===== src/rtl/rgb_led_pkg.sv =====
// Shared definitions for the RGB LED PWM controller: channel mode encoding
// and breathe-ramp direction.
package rgb_led_pkg;

    typedef enum logic [1:0] {
        MODE_OFF     = 2'd0,
        MODE_ON      = 2'd1,
        MODE_BLINK   = 2'd2,
        MODE_BREATHE = 2'd3
    } mode_t;

    typedef enum logic {
        DIR_UP   = 1'b0,
        DIR_DOWN = 1'b1
    } dir_t;

    // Width of a counter that must hold 0..n-1, never narrower than one bit.
    function automatic int cnt_width(input int n);
        return (n > 1) ? $clog2(n) : 1;
    endfunction

endpackage


===== src/rtl/rgb_led_pwm_if.sv =====
// Register-strobe configuration bus and PWM outputs of the RGB LED controller.
interface rgb_led_pwm_if #(
    parameter int NUM_CH   = 3,
    parameter int PWM_BITS = 8
);
    import rgb_led_pkg::*;

    localparam int CH_W = cnt_width(NUM_CH);

    logic                cfg_we;
    logic [CH_W-1:0]     cfg_ch;
    mode_t               cfg_mode;
    logic [PWM_BITS-1:0] cfg_duty;
    logic [NUM_CH-1:0]   pwm;
    logic                period_start;

    modport master (
        output cfg_we, cfg_ch, cfg_mode, cfg_duty,
        input  pwm, period_start
    );

    modport slave (
        input  cfg_we, cfg_ch, cfg_mode, cfg_duty,
        output pwm, period_start
    );

endinterface


===== src/rtl/rgb_pwm_channel.sv =====
// One PWM channel: config and period-aligned shadow registers, effective-duty
// selection by mode, and the registered compare output.
module rgb_pwm_channel
    import rgb_led_pkg::*;
#(
    parameter int PWM_BITS = 8
) (
    input  logic                clk,
    input  logic                rst,
    input  logic                boundary_i,
    input  logic                we_i,
    input  mode_t               mode_i,
    input  logic [PWM_BITS-1:0] duty_i,
    input  logic [PWM_BITS-1:0] cnt_i,
    input  logic                blink_on_i,
    input  logic [PWM_BITS-1:0] level_i,
    output logic                pwm_o
);

    mode_t               mode_q, mode_d;
    mode_t               mode_s_q, mode_s_d;
    logic [PWM_BITS-1:0] duty_q, duty_d;
    logic [PWM_BITS-1:0] duty_s_q, duty_s_d;
    logic [PWM_BITS-1:0] eff;
    logic                pwm_q, pwm_d;

    // Shadows copy the next-state config so a write on the boundary is not lost.
    always_comb begin
        mode_d   = mode_q;
        duty_d   = duty_q;
        mode_s_d = mode_s_q;
        duty_s_d = duty_s_q;
        if (we_i) begin
            mode_d = mode_i;
            duty_d = duty_i;
        end
        if (boundary_i) begin
            mode_s_d = mode_d;
            duty_s_d = duty_d;
        end
    end

    always_comb begin
        eff = '0;
        case (mode_s_q)
            MODE_OFF:     eff = '0;
            MODE_ON:      eff = duty_s_q;
            MODE_BLINK:   eff = blink_on_i ? duty_s_q : '0;
            MODE_BREATHE: eff = (level_i < duty_s_q) ? level_i : duty_s_q;
            default:      eff = '0;
        endcase
        pwm_d = (cnt_i < eff);
    end

    always_ff @(posedge clk) begin
        if (rst) begin
            mode_q   <= MODE_OFF;
            duty_q   <= '0;
            mode_s_q <= MODE_OFF;
            duty_s_q <= '0;
            pwm_q    <= 1'b0;
        end else begin
            mode_q   <= mode_d;
            duty_q   <= duty_d;
            mode_s_q <= mode_s_d;
            duty_s_q <= duty_s_d;
            pwm_q    <= pwm_d;
        end
    end

    assign pwm_o = pwm_q;

endmodule


===== src/rtl/rgb_led_pwm.sv =====
// Multi-channel LED brightness controller: shared PWM counter, blink and
// breathe generators, and one rgb_pwm_channel per output.
module rgb_led_pwm
    import rgb_led_pkg::*;
#(
    parameter int NUM_CH            = 3,
    parameter int PWM_BITS          = 8,
    parameter int BLINK_HALF_CYCLES = 6000000,
    parameter int BREATHE_DIV       = 8
) (
    input  logic          clk,
    input  logic          rst,
    rgb_led_pwm_if.slave  bus
);

    localparam int CH_W    = cnt_width(NUM_CH);
    localparam int BLINK_W = cnt_width(BLINK_HALF_CYCLES);
    localparam int DIV_W   = cnt_width(BREATHE_DIV);

    localparam logic [PWM_BITS-1:0] LVL_ONE  = PWM_BITS'(1);
    localparam logic [PWM_BITS-1:0] LVL_TOP  = '1;
    localparam logic [PWM_BITS-1:0] LVL_PEAK = LVL_TOP - LVL_ONE;
    localparam logic [BLINK_W-1:0]  BLINK_LAST = BLINK_W'(BLINK_HALF_CYCLES - 1);
    localparam logic [BLINK_W-1:0]  BLINK_ONE  = BLINK_W'(1);
    localparam logic [DIV_W-1:0]    DIV_LAST   = DIV_W'(BREATHE_DIV - 1);
    localparam logic [DIV_W-1:0]    DIV_ONE    = DIV_W'(1);

    logic [PWM_BITS-1:0] cnt_q, cnt_d;
    logic                period_start_q, period_start_d;
    logic [BLINK_W-1:0]  blink_cnt_q, blink_cnt_d;
    logic                blink_on_q, blink_on_d;
    logic [DIV_W-1:0]    div_cnt_q, div_cnt_d;
    logic [PWM_BITS-1:0] level_q, level_d;
    dir_t                dir_q, dir_d;
    logic                boundary;
    logic [NUM_CH-1:0]   pwm_w;

    assign boundary = (cnt_q == LVL_TOP);

    always_comb begin
        cnt_d          = cnt_q + LVL_ONE;
        period_start_d = (cnt_q == '0);
        blink_cnt_d    = blink_cnt_q + BLINK_ONE;
        blink_on_d     = blink_on_q;
        if (blink_cnt_q == BLINK_LAST) begin
            blink_cnt_d = '0;
            blink_on_d  = ~blink_on_q;
        end
    end

    // Breathe ramp steps only on boundaries so a level never changes mid-period;
    // the direction flips on arrival at either end so the ramp never wraps.
    always_comb begin
        div_cnt_d = div_cnt_q;
        level_d   = level_q;
        dir_d     = dir_q;
        if (boundary) begin
            if (div_cnt_q == DIV_LAST) begin
                div_cnt_d = '0;
                if (dir_q == DIR_UP) begin
                    if (level_q != LVL_TOP) begin
                        level_d = level_q + LVL_ONE;
                    end
                    if (level_q >= LVL_PEAK) begin
                        dir_d = DIR_DOWN;
                    end
                end else begin
                    if (level_q != '0) begin
                        level_d = level_q - LVL_ONE;
                    end
                    if (level_q <= LVL_ONE) begin
                        dir_d = DIR_UP;
                    end
                end
            end else begin
                div_cnt_d = div_cnt_q + DIV_ONE;
            end
        end
    end

    always_ff @(posedge clk) begin
        if (rst) begin
            cnt_q          <= '0;
            period_start_q <= 1'b0;
            blink_cnt_q    <= '0;
            blink_on_q     <= 1'b0;
            div_cnt_q      <= '0;
            level_q        <= '0;
            dir_q          <= DIR_UP;
        end else begin
            cnt_q          <= cnt_d;
            period_start_q <= period_start_d;
            blink_cnt_q    <= blink_cnt_d;
            blink_on_q     <= blink_on_d;
            div_cnt_q      <= div_cnt_d;
            level_q        <= level_d;
            dir_q          <= dir_d;
        end
    end

    // Out-of-range channel numbers match no instance and are dropped.
    for (genvar g = 0; g < NUM_CH; g++) begin : g_ch
        rgb_pwm_channel #(
            .PWM_BITS (PWM_BITS)
        ) u_ch (
            .clk        (clk),
            .rst        (rst),
            .boundary_i (boundary),
            .we_i       (bus.cfg_we && (bus.cfg_ch == CH_W'(g))),
            .mode_i     (bus.cfg_mode),
            .duty_i     (bus.cfg_duty),
            .cnt_i      (cnt_q),
            .blink_on_i (blink_on_q),
            .level_i    (level_q),
            .pwm_o      (pwm_w[g])
        );
    end

    assign bus.pwm          = pwm_w;
    assign bus.period_start = period_start_q;

endmodule

===== src/flat_wrapper.sv =====
// flat-port wrapper written by rule: the top's interface ports become plain ports
module rgb_led_pwm_flat import rgb_led_pkg::*;
#(
    parameter int NUM_CH            = 3,
    parameter int PWM_BITS          = 8,
    parameter int BLINK_HALF_CYCLES = 6000000,
    parameter int BREATHE_DIV       = 8
)
  (clk, rst, bus_cfg_we, bus_cfg_ch, bus_cfg_mode, bus_cfg_duty, bus_pwm, bus_period_start);
  rgb_led_pwm_if #(.NUM_CH(NUM_CH), .PWM_BITS(PWM_BITS)) bus_i ();
  input  logic clk;
  input  logic rst;
  input wire logic [$bits(bus_i.cfg_we)-1:0] bus_cfg_we;
  input wire logic [$bits(bus_i.cfg_ch)-1:0] bus_cfg_ch;
  input wire logic [$bits(bus_i.cfg_mode)-1:0] bus_cfg_mode;
  input wire logic [$bits(bus_i.cfg_duty)-1:0] bus_cfg_duty;
  output wire logic [$bits(bus_i.pwm)-1:0] bus_pwm;
  output wire logic [$bits(bus_i.period_start)-1:0] bus_period_start;
  assign bus_i.cfg_we = bus_cfg_we;
  assign bus_i.cfg_ch = bus_cfg_ch;
  assign bus_i.cfg_mode = bus_cfg_mode;
  assign bus_i.cfg_duty = bus_cfg_duty;
  assign bus_pwm = bus_i.pwm;
  assign bus_period_start = bus_i.period_start;
  rgb_led_pwm #(.NUM_CH(NUM_CH), .PWM_BITS(PWM_BITS), .BLINK_HALF_CYCLES(BLINK_HALF_CYCLES), .BREATHE_DIV(BREATHE_DIV)) u_core (.clk(clk), .rst(rst), .bus(bus_i));
endmodule

===== config.mk =====
export PLATFORM = sky130hd
export DESIGN_NAME = rgb_led_pwm_flat
export DESIGN_NICKNAME = d
export VERILOG_FILES = /design/src/rtl/rgb_led_pkg.sv /design/src/rtl/rgb_led_pwm_if.sv /design/src/rtl/rgb_pwm_channel.sv /design/src/rtl/rgb_led_pwm.sv /design/src/flat_wrapper.sv
export SDC_FILE = /design/constraint.sdc
export NUM_CORES = 1
export LEC_CHECK = 0
export CAP_MARGIN = 20
export CORE_MARGIN = 2
export CORE_UTILIZATION = 56
export CTS_CLUSTER_SIZE = 12
export DETAILED_ROUTE_END_ITERATION = 7
export PLACE_DENSITY_LB_ADDON = 0.08
export SYNTH_ARGS = -nofsm -noshare
export SYNTH_HDL_FRONTEND = slang
export SYNTH_HIERARCHICAL = 1
export SYNTH_SLANG_ARGS = --single-unit

===== constraint.sdc =====
create_clock -name clk -period 2.8 [get_ports clk]
set_input_delay 0.42 -clock clk [delete_from_list [all_inputs] [get_ports clk]]
set_output_delay 0.42 -clock clk [all_outputs]
set_load 0.005 [all_outputs]

==> summary.txt, run 1 <==
Die
  – Row count: 37
  – Initial Utilization: 56.9%
  – Die Y: 106 µm
  – Die area: 11200 µm²
  – Die span in x: 106 µm
  – Core Area: 10200 µm²
  – I/O Pins: 19

Logic synthesis
  – Area contributors post-synth: dfxtp_1 (37%), ha_1 (11%), mux2i_1 (9.3%)
  – Ys async rst share: 0%
  – Synthesis Warnings: 6
  – Synthesized cell area: 5800 µm²
  – Synth top area share: 37.3%
  – Number of synthesized flops with an enable pin: 0
  – Ys flop type: dfxtp_1
  – Top cells by count, synth: nor2_1 (135), dfxtp_1 (108), mux2i_1 (54), ha_1 (52), inv_1 (37)
  – Post-Syn Nets: 722
  – Syn_area_per_cell: 8.85 µm²
  – Cell taking the most area after synthesis: dfxtp_1
  – Most frequent cell after synthesis: nor2_1
  – Seq/Total Area, Yosys: 37.3%
  – Mapped Cells: 655
  – Synth Register Bits: 108
  – Yosys cell types: 44

Pwr
  – Int Pwr: 2.06 mW
  – Share of power burned in registers: 57.7%
  – Max VDD drop: 0.465 mV
  – Share of power burned in the clock network: 35.9%
  – Power, Total: 2.73 mW
  – Sw Share: 24.4%
  – Pwr dens: 387 nW/µm²
  – Leak: 2.51 nW
  – Sw Pwr: 0.666 mW
  – Comb pwr share: 6.4%

Timing
  – RSZ-0062 raised after global routing: yes
  – Worst slew pin tran: 0.947 ns
  – Final hold violation count: 0
  – Slew Viols, Final: 0
  – Final setup violation count: 2
  – FMAX: 354 MHz
  – Worst setup margin: -0.0276 ns
  – Min Tclk post-route: 2.83 ns
  – Worst clock skew: 0.0224 ns
  – Final hold slack: 0.451 ns
  – Final period util: 101%
  – Slew HR: 36.9%

Finish
  – Nets: 791
  – Fillers: 846
  – Number of diodes: 0
  – Area delta synth->final: 21.8%
  – Final core occ: 69.3%
  – Layout cells sized above 1: 21.4%

Drt
  – DR pass1 iterations: 4
  – DR vias: 4814
  – Routed wire length: 14.0 mm
  – Drt first-iter violations: 216
  – Via density per instance: 5.57
  – DRC viols: 0
  – ANT nets after route: 0
  – Wire length per cell: 16.1 µm

Setup path
  – WP data required: 3.14 ns
  – Startpoint type of the worst setup path: register
  – Critical-path cell with the highest stage delay: or4_4
  – Crit path max fanout: 3
  – Critical setup path kind: register to register
  – Slowest cell delay on critical path: 0.47 ns
  – Cell Chain, Critical Path: inv_1, ha_1, a21oi_1, o21ai_2, nor3_4, buf_6, mux2i_2, ha_1, nand2_1, o21ai_2, or4_4, o211ai_1
  – CP Capture Type: register
  – WP data arrival: 3.16 ns

Min path
  – Hold Path Class: register to register

Global routing
  – Antenna violations before repair: 0
  – First-pass GRT wire length: 23.0 mm
  – Total gr overflow: 0
  – Largest net degree at the start of global routing: 65
  – Total global-route track usage: 26.1%
  – Vias in the first global route: 4722

Clock tree
  – H-Tree Depth: 3
  – Cts bufs inserted: 9
  – CTS tree: yes
  – Clock root buffer: clkbuf_8
  – Clock sinks: 108
  – CTS Buffer Depth: 2
  – Post-cts hold buffer count: 0
  – Clock Latency Late Sink: 0.40 ns
  – Clock transition at path regs: 0.12 ns

Placed design
  – DPL Wire Length: 10.1 mm
  – PortBufs: 18
  – Placer Congestion: 0.942

Run status
  – Outcome: finished, violations left
  – Failing checks: setup timing

Run
  – Max-cap viol count: 0
flip-flops by register name (all words and copies together), names as in the netlist:
signal and flops:
u_core/dir_q 1, u_core/blink_cnt_q 23, u_core/level_q 8, u_core/cnt_q 8, u_core/div_cnt_q 3, u_core/g_ch.u_ch/pwm_o 3
u_core/g_ch.u_ch/duty_q 24, u_core/g_ch.u_ch/mode_s_q 6, u_core/bus.period_start 1, u_core/blink_on_q 1, u_core/g_ch.u_ch/mode_q 6, u_core/g_ch.u_ch/duty_s_q 24
layer usage:
layer | track usage, % | routed length (µm) | share of wire [%]
met5 | 0 | 0 | 0
met3 | 6.31 | 620 | 4.4
met4 | 8.18 | 398 | 2.9
met1 | 32.9 | 6380 | 46
met2 | 44.0 | 6550 | 47
repair_timing:
action | CTS | global route
hold endpoints to repair | 0 | 0
pin swaps | 21 | 21
gates resized for setup | 47 | 25
endpoints found under the setup margin | 3 | 3
buffers inserted | 11 | 3
kinds of logic (layout without fill, tap and decap cells):
logic type	Yosys count	in the layout	share of synthesized area, %
XOR/XNOR	31	31	4.68
buffers and inverters	61	135	4.06
AO/OA/AOI/OAI	87	87	11.3
AND/OR/NAND/NOR	262	262	22.1
multiplexers	54	54	9.32
flip-flops	108	108	37.3
adder cells (fa/ha/maj)	52	52	11.2
critical path, delay by kind of cell (launching register included):
kind	cells	cell delay, ns
AND/OR/NAND/NOR	3	0.84
buffers and inverters	2	0.21
multiplexers	1	0.21
flip-flops	1	0.34
adder cells (fa/ha/maj)	2	0.61
AO/OA/AOI/OAI	4	0.55
layout make-up:
cell class              instances  area (µm²)  area share, %
clock buffers                  10         128           1.81
inverters                      37         139           1.97
multi-input cells             486        3680           52.1
well taps                     136         170           2.41
repair buffers                 82         691           9.78
clock inverters                 6        71.3           1.01
flip-flops and latches        108        2180           30.9
cells in the final DEF, fill, tap and decap left out, types with 9 or more instances in the layout:
cell / synthesis / final
buf_4: 0 / 57
clkdlybuf4s50_1: 0 / 17
a211oi_1: 31 / 31
nor2_1: 135 / 135
dfxtp_2: 0 / 11
mux2i_1: 54 / 45
inv_1: 37 / 33
nand2_1: 35 / 31
dfxtp_1: 108 / 95
nand3_1: 17 / 17
ha_1: 52 / 42
clkbuf_8: 0 / 9
nor3_1: 11 / 10
a21oi_1: 23 / 16
xnor2_1: 23 / 23
metrics by stage:
| step | instance area, µm² | setup TNS, ns | cells | setup slack [ns] |
|---|---|---|---|---|
| floorplan | 5810 | 0 | 655 | 0.00404 |
| global placement | 6470 | -0.219 | 836 | -0.105 |
| detailed placement | 6470 | -0.530 | 836 | -0.200 |
| CTS | 6940 | -0.107 | 862 | -0.0417 |
| global route | 7060 | -0.419 | 865 | -0.177 |
| finish | 7060 | -0.0366 | 865 | -0.0276 |
power by group through the flow:
stage	clock network [mW]	registers, mW	logic [mW]
6_report	0.980	1.58	0.174
5_1_grt	1.06	1.58	0.195
4_1_cts	1.00	1.58	0.171
3_5_place_dp	0	1.61	0.169
3_3_place_gp	0	1.61	0.164
2_1_floorplan	0	1.61	0.100
path summary, 6_finish.rpt:
path / startpoint / to / slack, ns / cells past startpoint
hold reg to reg: u_core/blink_cnt_q[0]$_SDFF_PP0_ / u_core/blink_cnt_q[0]$_SDFF_PP0_ / 0.45 / 1
hold / removal: u_core/blink_cnt_q[0]$_SDFF_PP0_ / u_core/blink_cnt_q[0]$_SDFF_PP0_ / 0.45 / 1
setup reg to reg: u_core/g_ch[1].u_ch/duty_s_q[5]$_SDFFE_PP0P_ / u_core/g_ch[1].u_ch/pwm_o$_SDFF_PP0_ / -0.03 / 12
setup / recovery: u_core/g_ch[1].u_ch/duty_s_q[5]$_SDFFE_PP0P_ / u_core/g_ch[1].u_ch/pwm_o$_SDFF_PP0_ / -0.03 / 12
(Power assumes the default switching activity.)
==> run 2: changes to the inputs <==
==> constraint.sdc (replaced) <==
create_clock -name clk -period 2.8 [get_ports clk]
set_input_delay 0.56 -clock clk [delete_from_list [all_inputs] [get_ports clk]]
set_output_delay 0.56 -clock clk [all_outputs]
set_load 0.01 [all_outputs]
==> run 2 against run 1 <==
Net effect:
- the flow still finishes with violations (setup timing)
- design area decreased by 1.7%
- clock power shrank 7.1%
- clock-buffer cell count is the same
- global-route usage is 0.16 points lower
- clock skew down 0.0082 ns
- utilization is 1.2 points lower
- largest cell class unchanged
- non-clock buffer count is 4 lower
==> summary.txt, run 2 (same netlist as run 1, synthesis figures left out) <==
Finish
  – Largest registers: u_core/g_ch.u_ch/duty_q x24, u_core/g_ch.u_ch/duty_s_q x24, u_core/blink_cnt_q x23 (unchanged)
  – Nets: 787 (was 791)
  – Fillers: 863 (was 846)
  – Most frequent cells in the layout: nor2_1 (134), dfxtp_1 (95), buf_4 (53) (was nor2_1 (135), dfxtp_1 (95), buf_4 (57))
  – Number of diodes: 0 (unchanged)
  – Area delta synth->final: 19.8% (was 21.8%)
  – Layout cells sized above 1: 20.0% (was 21.4%)
  – Commonest non-fill, non-tap cell in the layout: nor2_1 (unchanged)

Timing
  – RSZ-0062 raised after global routing: yes (unchanged)
  – Final hold violation count: 0 (unchanged)
  – Slew HR: 56.8% (was 36.9%)
  – Min Tclk post-route: 2.90 ns (was 2.83 ns)
  – Slew Viols, Final: 0 (unchanged)
  – Worst clock skew: 0.0141 ns (was 0.0224 ns)
  – FMAX: 344 MHz (was 354 MHz)
  – Final setup violation count: 2 (unchanged)
  – Final period util: 104% (was 101%)
  – Worst setup margin: -0.105 ns (was -0.0276 ns)
  – Final hold slack: 0.452 ns (was 0.451 ns)
  – Final setup TNS: -0.194 ns (was -0.0366 ns)
  – Worst slew pin tran: 0.648 ns (was 0.947 ns)

Run status
  – Outcome: finished, violations left (unchanged)
  – Failing checks: setup timing (unchanged)

Drt
  – Drt first-iter violations: 290 (was 216)
  – Wire length per cell: 16.1 µm (about the same)
  – DR vias: 4812 (was 4814)
  – DRC viols: 0 (unchanged)
  – Routed wire length: 13.9 mm (was 14.0 mm)
  – Via density per instance: 5.59 (was 5.57)
  – ANT nets after route: 0 (unchanged)
  – DR pass1 iterations: 7 (was 4)

Pwr
  – Pwr dens: 383 nW/µm² (was 387 nW/µm²)
  – Sw Share: 25.5% (was 24.4%)
  – Power, Total: 2.66 mW (was 2.73 mW)
  – Share of power burned in the clock network: 34.2% (was 35.9%)
  – Int Pwr: 1.98 mW (was 2.06 mW)
  – Leak: 2.46 nW (was 2.51 nW)
  – Share of power burned in registers: 59.2% (was 57.7%)
  – Comb pwr share: 6.6% (was 6.4%)
  – Sw Pwr: 0.679 mW (was 0.666 mW)
  – Max VDD drop: 0.333 mV (was 0.465 mV)

Clock tree
  – H-Tree Depth: 3 (unchanged)
  – Cts bufs inserted: 9 (unchanged)
  – CTS tree: yes (unchanged)
  – Clock transition at path regs: 0.10 ns (was 0.12 ns)
  – Clock root buffer: clkbuf_8 (unchanged)
  – CTS Buffer Depth: 2 (unchanged)
  – Clock Latency Late Sink: 0.39 ns (was 0.40 ns)
  – Clock sinks: 108 (unchanged)

Die
  – Die span in x: 106 µm (unchanged)
  – Die area: 11200 µm² (unchanged)
  – I/O Pins: 19 (unchanged)
  – Die Y: 106 µm (unchanged)
  – Row count: 37 (unchanged)
  – Core Area: 10200 µm² (unchanged)
  – Initial Utilization: 56.9% (unchanged)

Min path
  – Hold Path Class: register to register (unchanged)
  – Hold path cells: 1 (unchanged)

Global routing
  – Total global-route track usage: 25.9% (was 26.1%)
  – Met2 global-route usage: 43.3% (was 44.0%)
  – Routing usage on met3: 4.64% (was 6.31%)
  – Total gr overflow: 0 (unchanged)
  – Antenna violations before repair: 0 (unchanged)
  – First-pass GRT wire length: 22.9 mm (was 23.0 mm)
  – Most used routing layer: met2 (unchanged)
  – Largest net degree at the start of global routing: 65 (unchanged)
  – Vias in the first global route: 4704 (was 4722)
  – Met1 usage: 33.2% (was 32.9%)

Placed design
  – PortBufs: 18 (unchanged)
  – Dpl ws: -0.189 ns (was -0.200 ns)
  – DPL Wire Length: 10.0 mm (was 10.1 mm)
  – Placer Congestion: 0.919 (was 0.942)

Setup path
  – CP Capture Type: register (unchanged)
  – Crit path max fanout: 4 (was 3)
  – WP data arrival: 3.21 ns (was 3.16 ns)
  – Critical path depth: 12 (unchanged)
  – Slowest cell delay on critical path: 0.41 ns (was 0.47 ns)
  – Critical-path cell with the highest stage delay: or4_1 (was or4_4)
  – Cell family with most CP delay: compound AO/OA/AOI/OAI gates (was simple AND/OR/NAND/NOR gates)
  – Cell Chain, Critical Path: buf_6, nand2b_4, a2111oi_4, a2111oi_4, nor3_4, buf_6, mux2i_2, ha_1, a21oi_2, a21oi_1, or4_1, o211ai_1 (was inv_1, ha_1, a21oi_1, o21ai_2, nor3_4, buf_6, mux2i_2, ha_1, nand2_1, o21ai_2, or4_4, o211ai_1)
  – WP data required: 3.10 ns (was 3.14 ns)
  – R2R depth: 12 (unchanged)
  – Startpoint type of the worst setup path: register (unchanged)
  – CP bufs+invs: 2 (unchanged)
  – Critical setup path kind: register to register (unchanged)

Run
  – Max-cap viol count: 0 (unchanged)
[run 2: changes by cell type in the layout (fill, tap and decap cells not counted), sizes merged]
cell      previous run  this run
buf                 65        61
inv                 39        40
bufinv               1         0
clkinvlp             1         2
clkinv               2         1
[run 2: timing repair]
| action | in CTS | in global routing |
|---|---|---|
| buffers inserted | 5 | 4 |
| endpoints found under the setup margin | 3 | 3 |
| cloned | 0 | 0 |
| pin swaps | 14 | 14 |
| hold buffers | 0 | 0 |
| gates resized for setup | 34 | 27 |
[run 2: final timing paths]
kind,slack (ns),to,from
max,-0.10,u_core/g_ch[2].u_ch/pwm_o$_SDFF_PP0_,u_core/level_q[0]$_SDFFE_PP0P_
min reg2reg,0.45,u_core/blink_cnt_q[0]$_SDFF_PP0_,u_core/blink_cnt_q[0]$_SDFF_PP0_
max reg2reg,-0.10,u_core/g_ch[2].u_ch/pwm_o$_SDFF_PP0_,u_core/level_q[0]$_SDFFE_PP0P_
min,0.45,u_core/blink_cnt_q[0]$_SDFF_PP0_,u_core/blink_cnt_q[0]$_SDFF_PP0_
[run 2: layout make-up]
cell class / instances / area [µm²] / area share (%)
timing repair buffer: 78 / 669 / 9.64
clock buffer: 10 / 128 / 1.84
tap: 136 / 170 / 2.45
clock inverter: 6 / 55.1 / 0.793
sequential: 108 / 2180 / 31.4
inverter: 37 / 139 / 2.00
multi-input combinational: 486 / 3600 / 51.8
[run 2: stage by stage]
stage          utilization (%)  area [µm²]  cells
2_1_floorplan                -        5810    655
3_3_place_gp              63.6        6480    836
3_5_place_dp              63.6        6480    836
4_1_cts                   67.1        6830    857
5_1_grt                   68.2        6950    861
6_report                  68.2        6950    861
[run 2: power by group through the flow]
stage	registers (mW)	logic, mW	clock network [mW]
2_1_floorplan	1.61	0.100	0
3_3_place_gp	1.61	0.167	0
3_5_place_dp	1.61	0.171	0
4_1_cts	1.58	0.175	0.942
5_1_grt	1.58	0.194	0.990
6_report	1.58	0.175	0.910
[run 2: worst reg2reg max path, stage by stage, from the launching register on]
cell	delay, ns
dfxtp_4	0.38
buf_6	0.13
nand2b_4	0.14
a2111oi_4	0.40
a2111oi_4	0.10
nor3_4	0.25
buf_6	0.16
mux2i_2	0.22
ha_1	0.28
a21oi_2	0.17
a21oi_1	0.08
or4_1	0.41
o211ai_1	0.11
[run 2: layer usage]
metal  vias up  wire [µm]
li1       2409          -
met1      2263       6360
met2       106       6660
met3        34        559
met4         0        293
met5         -          0
==> run 3: changes to the inputs <==
Settings changed: CELL_PAD_IN_SITES_DETAIL_PLACEMENT set to 1, CELL_PAD_IN_SITES_GLOBAL_PLACEMENT set to 1, CORE_UTILIZATION 56 to 48.
Clock period 2.8 ns to 3.23 ns, I/O delays scaled along.
==> run 3 against run 2 <==
Net effect:
- the run now ends clean
- worst setup slack better by 0.24 ns
- clock skew fell by 0.0021 ns
- power down 1.3%
- clock power up 21%
- via count down 2.4%
- cell count down 2.9%
- critical path type unchanged
==> summary.txt, run 3 (same netlist as run 1, synthesis figures left out) <==
Clock tree
  – CTS Buffer Depth: 2 (unchanged)
  – H-Tree Depth: 3 (unchanged)
  – CTS tree: yes (unchanged)
  – Cts bufs inserted: 9 (unchanged)
  – Clock Latency Late Sink: 0.36 ns (was 0.39 ns)
  – Clock sinks: 108 (unchanged)
  – Clock transition at path regs: 0.08 ns (was 0.10 ns)
  – Clock root buffer: clkbuf_16 (was clkbuf_8)

Drt
  – Drt first-iter violations: 191 (was 290)
  – DR vias: 4697 (was 4812)
  – DR pass1 iterations: 4 (was 7)
  – Via density per instance: 5.62 (was 5.59)
  – DRC viols: 0 (unchanged)
  – Routed wire length: 15.4 mm (was 13.9 mm)
  – ANT nets after route: 0 (unchanged)
  – Wire length per cell: 18.4 µm (was 16.1 µm)

Setup path
  – Startpoint type of the worst setup path: register (unchanged)
  – Crit path max fanout: 5 (was 4)
  – CP Capture Type: register (unchanged)
  – WP data arrival: 3.39 ns (was 3.21 ns)
  – Critical setup path kind: register to register (unchanged)
  – WP data required: 3.52 ns (was 3.10 ns)

Die
  – Die span in x: 114 µm (was 106 µm)
  – Row count: 40 (was 37)
  – I/O Pins: 19 (unchanged)
  – Core Area: 11900 µm² (was 10200 µm²)
  – Die Y: 114 µm (was 106 µm)
  – Die area: 13000 µm² (was 11200 µm²)
  – Initial Utilization: 48.7% (was 56.9%)

Placed design
  – PortBufs: 18 (unchanged)
  – Dpl cells: 814 (was 836)
  – Dpl ws: 0.0212 ns (was -0.189 ns)
  – Placer Congestion: 0.902 (was 0.919)
  – DPL Wire Length: 11.5 mm (was 10.0 mm)

Timing
  – Worst slew pin tran: 0.681 ns (was 0.648 ns)
  – FMAX: 323 MHz (was 344 MHz)
  – Final setup violation count: 0 (was 2)
  – Slew Viols, Final: 0 (unchanged)
  – Final period util: 96.0% (was 104%)
  – Final hold violation count: 0 (unchanged)
  – RSZ-0062 raised after global routing: yes (unchanged)
  – Slew HR: 54.6% (was 56.8%)
  – Worst setup margin: 0.130 ns (was -0.105 ns)
  – Worst clock skew: 0.0121 ns (was 0.0141 ns)
  – Min Tclk post-route: 3.10 ns (was 2.90 ns)

Finish
  – Nets: 751 (was 787)
  – Fillers: 1385 (was 863)
  – Final core occ: 55.0% (was 68.2%)
  – Number of diodes: 0 (unchanged)
  – Non-Filler Instances: 836 (was 861)
  – Largest registers: u_core/g_ch.u_ch/duty_q x24, u_core/g_ch.u_ch/duty_s_q x24, u_core/blink_cnt_q x23 (unchanged)
  – Area delta synth->final: 13.0% (was 19.8%)
  – Commonest non-fill, non-tap cell in the layout: nor2_1 (unchanged)
  – Most frequent cells in the layout: nor2_1 (135), dfxtp_1 (105), mux2i_1 (54) (was nor2_1 (134), dfxtp_1 (95), buf_4 (53))
  – Layout cells sized above 1: 9.29% (was 20.0%)

Pwr
  – Power, Total: 2.63 mW (was 2.66 mW)
  – Leak: 2.29 nW (was 2.46 nW)
  – Pwr dens: 401 nW/µm² (was 383 nW/µm²)
  – Max VDD drop: 0.347 mV (was 0.333 mV)

Global routing
  – Total global-route track usage: 25.2% (was 25.9%)
  – Antenna violations before repair: 0 (unchanged)
  – Total gr overflow: 0 (unchanged)
  – Largest net degree at the start of global routing: 65 (unchanged)
  – First-pass GRT wire length: 25.6 mm (was 22.9 mm)
  – Vias in the first global route: 4918 (was 4704)

Run
  – Max-cap viol count: 0 (unchanged)

Run status
  – Outcome: completed (was finished, violations left)

Min path
  – Hold Path Class: register to register (unchanged)
## run 3: stage by stage
step / cell area, µm² / hold slack, ns / TNS, ns
final: 6550 / 0.447 / 0
after CTS: 6500 / 0.457 / 0
after floorplan: 5800 / 0.413 / 0
after detailed placement: 6210 / 0.445 / 0
after global placement: 6210 / 0.427 / 0
after global routing: 6550 / 0.484 / -0.0335
## run 3: power by group
part           switching, mW  internal, mW  leakage, nW
Sequential            0.0173          1.35        0.875
Clock                  0.557         0.544        0.145
Combinational         0.0857        0.0670         1.27
Total                  0.660          1.97         2.29
## run 3: final timing paths
| check | start | to | slack (ns) | depth (start not counted) |
|---|---|---|---|---|
| worst max register to register | u_core/g_ch[1].u_ch/duty_s_q[1]$_SDFFE_PP0P_ | u_core/g_ch[1].u_ch/pwm_o$_SDFF_PP0_ | 0.13 | 13 |
| worst max-delay path | u_core/g_ch[1].u_ch/duty_s_q[1]$_SDFFE_PP0P_ | u_core/g_ch[1].u_ch/pwm_o$_SDFF_PP0_ | 0.13 | 13 |
| worst min-delay path | u_core/blink_cnt_q[0]$_SDFF_PP0_ | u_core/blink_cnt_q[0]$_SDFF_PP0_ | 0.45 | 1 |
| worst min register to register | u_core/blink_cnt_q[0]$_SDFF_PP0_ | u_core/blink_cnt_q[0]$_SDFF_PP0_ | 0.45 | 1 |
## run 3: repair_timing
action,CTS,global route
setup buffers,0,6
setup endpoints to repair,1,3
hold buffers,0,0
resized for setup,0,6
cloned,0,0
pin swaps,1,3
## run 3: critical path, cell delays in order, from the launching register on
cell       delay [ns]
dfxtp_1          0.34
inv_1            0.06
ha_1             0.31
a2111oi_4        0.31
a2111oi_2        0.08
buf_4            0.16
nor3_4           0.31
buf_4            0.19
mux2i_1          0.21
ha_1             0.29
a21oi_2          0.18
a21oi_1          0.08
or4_1            0.41
o211ai_1         0.09
## run 3: metal layers
metal	up-vias	global-route usage, %	share of wire, %
met5	-	0	0
met1	2262	33.2	48
met2	72	42.7	47
li1	2347	-	-
met4	0	6.83	1.5
met3	16	4.41	3.7
## run 3: layout make-up
type	count	area, µm²	area share (%)
clock buffers	9	225	3.44
clock inverters	7	67.6	1.03
well taps	147	184	2.81
inverters	37	139	2.12
flip-flops and latches	108	2170	33.1
repair buffers	42	355	5.42
multi-input cells	486	3410	52.1
